**src/rtl/add_sub_seq.sv**
```systemverilog
// Sequential adder/subtractor: a WIDTH-bit a+b or a-b computed CHUNK bits per clock, LSB slice first.
// Define ADD_SUB_SEQ_OVF_EN to build the signed-overflow flag; without it ovf is tied to 0.
//
// state | meaning
// IDLE  | waiting for start
// RUN   | one slice per edge, carry held in carry_q between slices
// DONE  | result just published, done pulse; start here chains the next operation
module add_sub_seq #(
    parameter int WIDTH = 32,
    parameter int CHUNK = 8
) (
    input  logic             clk,
    input  logic             rst,
    input  logic             start,
    input  logic             sub_add_sel,
    input  logic [WIDTH-1:0] a,
    input  logic [WIDTH-1:0] b,
    output logic             busy,
    output logic             done,
    output logic [WIDTH-1:0] out_add_sub,
    output logic             cout,
    output logic             ovf
);

    localparam int N  = WIDTH / CHUNK;
    localparam int CW = (N > 1) ? $clog2(N) : 1;
    localparam logic [CW-1:0] LAST = CW'(N - 1);

    localparam logic [1:0] IDLE = 2'd0;
    localparam logic [1:0] RUN  = 2'd1;
    localparam logic [1:0] DONE = 2'd2;

    generate
        if (CHUNK < 1 || (WIDTH % CHUNK) != 0) begin : g_bad_cfg
            $error("add_sub_seq: WIDTH must be a positive multiple of CHUNK");
        end
    endgenerate

    logic [1:0]       state_q, state_d;
    logic [WIDTH-1:0] a_q, a_d;
    logic [WIDTH-1:0] b_q, b_d;
    logic             sel_q, sel_d;
    logic [CW-1:0]    cnt_q, cnt_d;
    logic             carry_q, carry_d;
    logic [WIDTH-1:0] acc_q, acc_d;
    logic [WIDTH-1:0] out_q, out_d;
    logic             cout_q, cout_d;

    logic [CHUNK-1:0] a_slice;
    logic [CHUNK-1:0] b_slice;
    logic [CHUNK:0]   slice_sum;
    logic [WIDTH-1:0] result_next;
    logic             last_slice;

    // Operands shift right each slice so the active slice is always the low CHUNK bits;
    // the result shifts in from the top and is complete after N slices.
    assign a_slice     = a_q[CHUNK-1:0];
    assign b_slice     = b_q[CHUNK-1:0] ^ {CHUNK{sel_q}};
    assign slice_sum   = {1'b0, a_slice} + {1'b0, b_slice} + {{CHUNK{1'b0}}, carry_q};
    assign result_next = (acc_q >> CHUNK) | (WIDTH'(slice_sum[CHUNK-1:0]) << (WIDTH - CHUNK));
    assign last_slice  = (cnt_q == LAST);

    always_comb begin
        state_d = state_q;
        a_d     = a_q;
        b_d     = b_q;
        sel_d   = sel_q;
        cnt_d   = cnt_q;
        carry_d = carry_q;
        acc_d   = acc_q;
        out_d   = out_q;
        cout_d  = cout_q;
        case (state_q)
            IDLE, DONE: begin
                if (start) begin
                    a_d     = a;
                    b_d     = b;
                    sel_d   = sub_add_sel;
                    cnt_d   = '0;
                    carry_d = sub_add_sel;
                    acc_d   = '0;
                    state_d = RUN;
                end else begin
                    state_d = IDLE;
                end
            end
            RUN: begin
                a_d     = a_q >> CHUNK;
                b_d     = b_q >> CHUNK;
                carry_d = slice_sum[CHUNK];
                acc_d   = result_next;
                if (last_slice) begin
                    out_d   = result_next;
                    cout_d  = slice_sum[CHUNK];
                    state_d = DONE;
                end else begin
                    cnt_d = cnt_q + CW'(1);
                end
            end
            default: state_d = IDLE;
        endcase
    end

    always_ff @(posedge clk) begin
        if (rst) begin
            state_q <= IDLE;
            a_q     <= '0;
            b_q     <= '0;
            sel_q   <= 1'b0;
            cnt_q   <= '0;
            carry_q <= 1'b0;
            acc_q   <= '0;
            out_q   <= '0;
            cout_q  <= 1'b0;
        end else begin
            state_q <= state_d;
            a_q     <= a_d;
            b_q     <= b_d;
            sel_q   <= sel_d;
            cnt_q   <= cnt_d;
            carry_q <= carry_d;
            acc_q   <= acc_d;
            out_q   <= out_d;
            cout_q  <= cout_d;
        end
    end

`ifdef ADD_SUB_SEQ_OVF_EN
    logic ovf_q, ovf_d;
    logic msb_carry_in;

    // Carry into the MSB recovered from the sum bit: s = a ^ b ^ cin.
    assign msb_carry_in = a_slice[CHUNK-1] ^ b_slice[CHUNK-1] ^ slice_sum[CHUNK-1];

    always_comb begin
        ovf_d = ovf_q;
        if (state_q == RUN && last_slice) begin
            ovf_d = msb_carry_in ^ slice_sum[CHUNK];
        end
    end

    always_ff @(posedge clk) begin
        if (rst) begin
            ovf_q <= 1'b0;
        end else begin
            ovf_q <= ovf_d;
        end
    end

    assign ovf = ovf_q;
`else
    assign ovf = 1'b0;
`endif

    assign busy        = (state_q == RUN);
    assign done        = (state_q == DONE);
    assign out_add_sub = out_q;
    assign cout        = cout_q;

endmodule

```
**config.mk**
```make
export PLATFORM = sky130hd
export DESIGN_NAME = add_sub_seq
export DESIGN_NICKNAME = d
export VERILOG_FILES = /design/src/rtl/add_sub_seq.sv
export SDC_FILE = /design/constraint.sdc
export NUM_CORES = 1
export LEC_CHECK = 0
export ABC_CLOCK_PERIOD_IN_PS = 3320
export CAP_MARGIN = 20
export CORE_MARGIN = 2
export CORE_UTILIZATION = 30
export CTS_CLUSTER_DIAMETER = 100
export CTS_CLUSTER_SIZE = 30
export DETAILED_ROUTE_END_ITERATION = 7
export PLACE_DENSITY = 0.52
export SETUP_SLACK_MARGIN = 0.02
export SYNTH_ARGS = -nofsm -noshare
export SYNTH_HDL_FRONTEND = slang
export SYNTH_SLANG_ARGS = --single-unit
```
**constraint.sdc**
```tcl
create_clock -name clk -period 3.32 [get_ports clk]
set_clock_uncertainty 0.1 [all_clocks]
set_input_delay 0.498 -clock clk [delete_from_list [all_inputs] [get_ports clk]]
set_output_delay 0.498 -clock clk [all_outputs]
set_load 0.01 [all_outputs]
```
==> out/metrics.cfg, run 1 <==
[clock_tree]
cts_resized = 0
clock_path_buffers = 2
cts_root_buf = clkbuf_16
cts_hold_buf = 0
insertion_delay_ns = 0.42
cts_tree = done
post-cts-setup-buffer-count = 0
htreeDepth = 4
cts.clk_slew.worst_paths_ns = 0.05
clock_sinks = 127
cts_buffers = 17

[grt]
grt_max_degree = 103
grt_antenna_before_repair = 0
grt_pass1_vias = 4621
track_usage_pct = 16.5
grt_pass1_wl_um = 23900
grt_overflow_total = 0

[sta]
slew_headroom_pct = 30.9
clock.fmax_ghz = 0.380
min_period_ns = 2.63
tightest_slew_ns = 1.04
finalCritPeriodShare_pct = 79.3
setup_tns_ns = 0
finalSetupViolCount = 0
finalHoldViolations = 0
slew_violations = 0
grt_setup_unrepaired = false
fin_hold_ws_ns = 0.352

[worst_setup_path]
cp_data_arrival_time_ns = 2.80
worstRegToRegCells = 8
crit_type = reg2reg
path_max_fanout = 9
start_kind = register
required_ns = 3.49
endpoint_kind = register

[synth]
yosysMostFrequentCell = nand2_1
async_reset_ff_share_pct = 0
yosys.area.top_type = dfxtp_1
yosys-top-cells-count = nand2_1 (161), dfxtp_1 (127), nor2_1 (95)
yosysTopAreaCellShare_pct = 48.0
synth_edf_count = 0
ys_warn_count = 0
synth.top_cells.by_area = dfxtp_1 (48%), nand2_1 (11%), a311oi_1 (7.9%), nor2_1 (6.7%), a22oi_1 (4.8%)
syn_inst = 642
avgSynthCellArea_sq_um = 8.24
synth-seq-cells = 127
synth_flop_cell = dfxtp_1
ys_types = 43
synth_nets = 720
ys_seq_area_share_pct = 48.0
syn_area_sq_um = 5290

[outcome]
status = finished, final reports clean

[run]
drv_cap = 0

[detailed_routing]
vias = 4781
drt_iter0_markers = 236
wl_per_cell_um = 15.4
detail_route.vias_per_cell = 5.02
route.detailed.drc = 0
drtAntennaViolNets = 0
first_pass_iters = 5
wirelength_um = 14700

[layout]
synthToLayoutAreaGrowth_pct = 32.0
multi_input_area_sq_um = 2490
nets = 795
regArea_sq_um = 2540
fillers = 1748
final_cell_count_no_fill = 952
n_antenna_cell = 0
layout-drive-gt1-share_pct = 6.46

[pwr]
ir_drop_uv = 366
p_leak_nw = 2.57
powerDensity_nw_per_um2 = 560

[placement]
port_buffers = 102
globalplace.congestion = 0.798
dp.cells = 923
dp_hpwl_um = 10100

[die]
fp.dieH_um = 137
core_sq_um = 17300
fp.dieW_um = 137
num_rows = 48
pin_count = 104
die_area_sq_um = 18700
start_util_pct = 30.6

[worst_hold_path]
hold_path_depth = 2
holdCritPathClass = reg2reg

-- power by group --
part | internal [W] | switching [W] | total [W] | leakage [nW]
Combinational | 0.000223 | 0.000290 | 0.000513 | 1.26
Sequential | 0.00161 | 0.0000594 | 0.00167 | 1.04
Clock | 0.00109 | 0.000642 | 0.00173 | 0.273
Total | 0.00292 | 0.000991 | 0.00391 | 2.57
-- layout make-up --
class	instances	area share [%]
inverter	4	0.215
clock inverter	7	0.896
tap	225	4.03
clock buffer	22	6.93
multi-input combinational	457	35.7
sequential	127	36.4
timing repair buffer	110	15.8
-- routing by layer --
layer / part of all wire (%) / GRT usage, %
met1: 45 / 20.7
met2: 47 / 26.2
met3: 5.9 / 5.15
met4: 1.9 / 7.04
met5: 0 / 0
-- path summary, 6_finish.rpt --
path	slack [ns]	end	start
hold reg to reg	0.35	out_add_sub[27]$_SDFFE_PP0P_	out_add_sub[27]$_SDFFE_PP0P_
setup reg to reg	0.69	carry_q$_SDFFE_PP0P_	sel_q$_SDFFE_PP0P_
setup / recovery	0.69	carry_q$_SDFFE_PP0P_	sel_q$_SDFFE_PP0P_
hold / removal	0.35	out_add_sub[27]$_SDFFE_PP0P_	out_add_sub[27]$_SDFFE_PP0P_
-- cells by family (layout without fill, tap and decap cells) --
family | count (synthesis) | after routing | share of synthesized area [%]
other | 1 | 1 | 0.0709
AND/OR/NAND/NOR | 286 | 286 | 21.9
XOR/XNOR | 9 | 9 | 1.49
flip-flops | 127 | 127 | 48.0
buffers and inverters | 58 | 143 | 5.11
AO/OA/AOI/OAI | 151 | 151 | 20.8
adder cells (fa/ha/maj) | 10 | 10 | 2.65
-- worst max-delay path: stages (launching register included) --
cell,delay (ns)
dfxtp_1,0.56
xnor2_1,0.19
fa_1,0.23
inv_1,0.06
fa_1,0.42
a211oi_1,0.38
o21a_1,0.27
o21ba_2,0.17
o221ai_1,0.10
-- registers in the layout, summed over array words and instances, names as in the netlist --
signal       flops
acc_q           24
b_q             32
cnt_q            2
out_add_sub     32
state_q          2
carry_q          1
sel_q            1
a_q             32
cout             1
-- cell usage in the layout (no fill, tap or decap), types with 5 or more instances in the layout --
master	synthesis	final
nand2_1	161	161
dfxtp_1	127	127
clkdlybuf4s50_1	0	101
nor2_1	95	94
a311oi_1	48	48
a21oi_1	37	37
a22oi_1	34	34
clkbuf_16	0	17
xor2_1	8	8
o211ai_1	8	8
ha_1	8	8
buf_4	6	7
o21ai_0	6	6
nor3_1	5	5
nand3b_1	5	5
clkinv_2	0	5
-- per-stage QoR --
step	setup slack, ns	total power, W	instance area (sq um)	util [%]
2_1_floorplan	0.876	0.00202	5290	-
3_3_place_gp	0.766	0.00221	6440	37.2
3_5_place_dp	0.724	0.00222	6440	37.2
4_1_cts	0.705	0.00396	6980	40.4
5_1_grt	0.482	0.00409	6980	40.4
6_report	0.687	0.00391	6980	40.4
Note: power is estimated with default switching activity, not from simulation.
==> inputs of run 2 (changes only) <==
ABC_CLOCK_PERIOD_IN_PS = 2490   (was 3320)
clock period = 2.49 ns   (was 3.32 ns; I/O delays follow)
==> run 2 against run 1 <==
Final cell count rose by 0.74%. Clock-buffer cell count is 5 higher. Setup slack worse by 0.46 ns. Wire length increased by 0.41%. Clock power grew 32%. Power is 33% higher. Worst hold slack worse by 0.014 ns. Critical path depth is 5 lower. Largest cell class unchanged.
==> out/metrics.cfg, run 2 (synthesis gave the netlist of run 1 again) <==
[layout]
n_antenna_cell = 0
mostFrequentLayoutCell = nand2_1
layout_common_cells = nand2_1 (161), dfxtp_1 (127), clkdlybuf4s50_1 (101)
fillers = 1755
layout-drive-gt1-share_pct = 7.08
nets = 799
synthToLayoutAreaGrowth_pct = 32.9

[die]
num_rows = 48
fp.dieW_um = 137
core_sq_um = 17300
fp.dieH_um = 137
pin_count = 104
start_util_pct = 30.6
die_area_sq_um = 18700

[sta]
clock.fmax_ghz = 0.442
finalSetupViolCount = 0
finalHoldViolations = 0
finalCritPeriodShare_pct = 90.8
slew_headroom_pct = 32.3
slew_violations = 0
tightest_slew_ns = 1.02
min_period_ns = 2.26
grt_setup_unrepaired = false
setup_tns_ns = 0

[grt]
grt_antenna_before_repair = 0
grt_max_degree = 103
grt_overflow_total = 0
grt_pass1_vias = 4668
grtUsageMet3_pct = 5.78
use_met2_pct = 26.4
grt_pass1_wl_um = 23500
use_met1_pct = 20.1
track_usage_pct = 16.3
grt.busiest_layer = met2

[worst_setup_path]
required_ns = 2.02
slowest_stage = clkdlybuf4s50_1
crit_type = reg2out
cp_data_arrival_time_ns = 1.79
start_kind = register
crit_chain = nand2b_4, inv_2, clkdlybuf4s50_1
endpoint_kind = output port
max_stage_delay_ns = 0.59
path_max_fanout = 12

[pwr]
p_total_w = 0.00521
p_leak_nw = 2.59
powerDensity_nw_per_um2 = 741
ir_drop_uv = 500

[detailed_routing]
wl_per_cell_um = 15.4
route.detailed.drc = 0
wirelength_um = 14700
first_pass_iters = 4
drtAntennaViolNets = 0
drt_iter0_markers = 232
detail_route.vias_per_cell = 4.98
vias = 4772

[placement]
dp_hpwl_um = 9890
port_buffers = 102
globalplace.congestion = 0.787

[outcome]
status = finished, final reports clean

[worst_hold_path]
holdCritPathClass = in2reg

[clock_tree]
cts.clk_slew.worst_paths_ns = 0.06
insertion_delay_ns = 0.42
clock_sinks = 127
post-cts-setup-buffer-count = 0
htreeDepth = 4
cts_root_buf = clkbuf_16
cts_buffers = 17
cts_tree = done
clock_path_buffers = 2

[run]
drv_cap = 0

run 2: per-layer routing:
layer | share of wire (%) | vias up
li1 | - | 2389
met1 | 46 | 2235
met2 | 47 | 126
met3 | 5.8 | 22
met4 | 1.6 | 0
met5 | 0 | -
run 2: path summary, 6_finish.rpt:
path	startpoint	endpoint	slack (ns)	depth (start not counted)
setup / recovery	state_q[0]$_SDFFE_PP0P_	busy	0.23	3
hold / removal	rst	acc_q[26]$_SDFFE_PP0P_	0.34	2
setup reg to reg	sel_q$_SDFFE_PP0P_	carry_q$_SDFFE_PP0P_	0.26	8
hold reg to reg	out_add_sub[18]$_SDFFE_PP0P_	out_add_sub[18]$_SDFFE_PP0P_	0.35	2
run 2: cell type report:
cell class	count	area, sq um	share of cell area (%)
clock buffer	27	523	7.43
clock inverter	5	27.5	0.391
inverter	4	15.0	0.213
multi-input combinational	457	2500	35.5
sequential	127	2540	36.1
tap	225	282	4.00
timing repair buffer	114	1150	16.3
run 2: timing repair:
item,4_1_cts,5_1_grt
endpoints found under the setup margin,0,1
resized for setup,0,1
hold buffers,0,0
run 2: report_power, final:
| group | internal [W] | switching [W] |
|---|---|---|
| logic | 0.000308 | 0.000392 |
| registers | 0.00215 | 0.0000763 |
| clock network | 0.00142 | 0.000867 |
| total | 0.00388 | 0.00133 |
run 2: critical path, delay by kind of cell, from the launching register on:
kind                   cells  cell delay [ns]
buffers and inverters      2             0.80
flip-flops                 1             0.49
AND/OR/NAND/NOR            1             0.08
run 2: metrics by stage:
step	std cells	hold slack, ns	util, %	cell area [sq um]	setup slack, ns
CTS	959	0.325	40.6	7030	0.156
global placement	927	0.345	37.5	6480	0.170
finish	959	0.338	40.7	7040	0.228
floorplan	642	0.332	-	5290	0.0463
global route	959	0.353	40.7	7040	0.119
detailed placement	927	0.347	37.5	6480	0.176
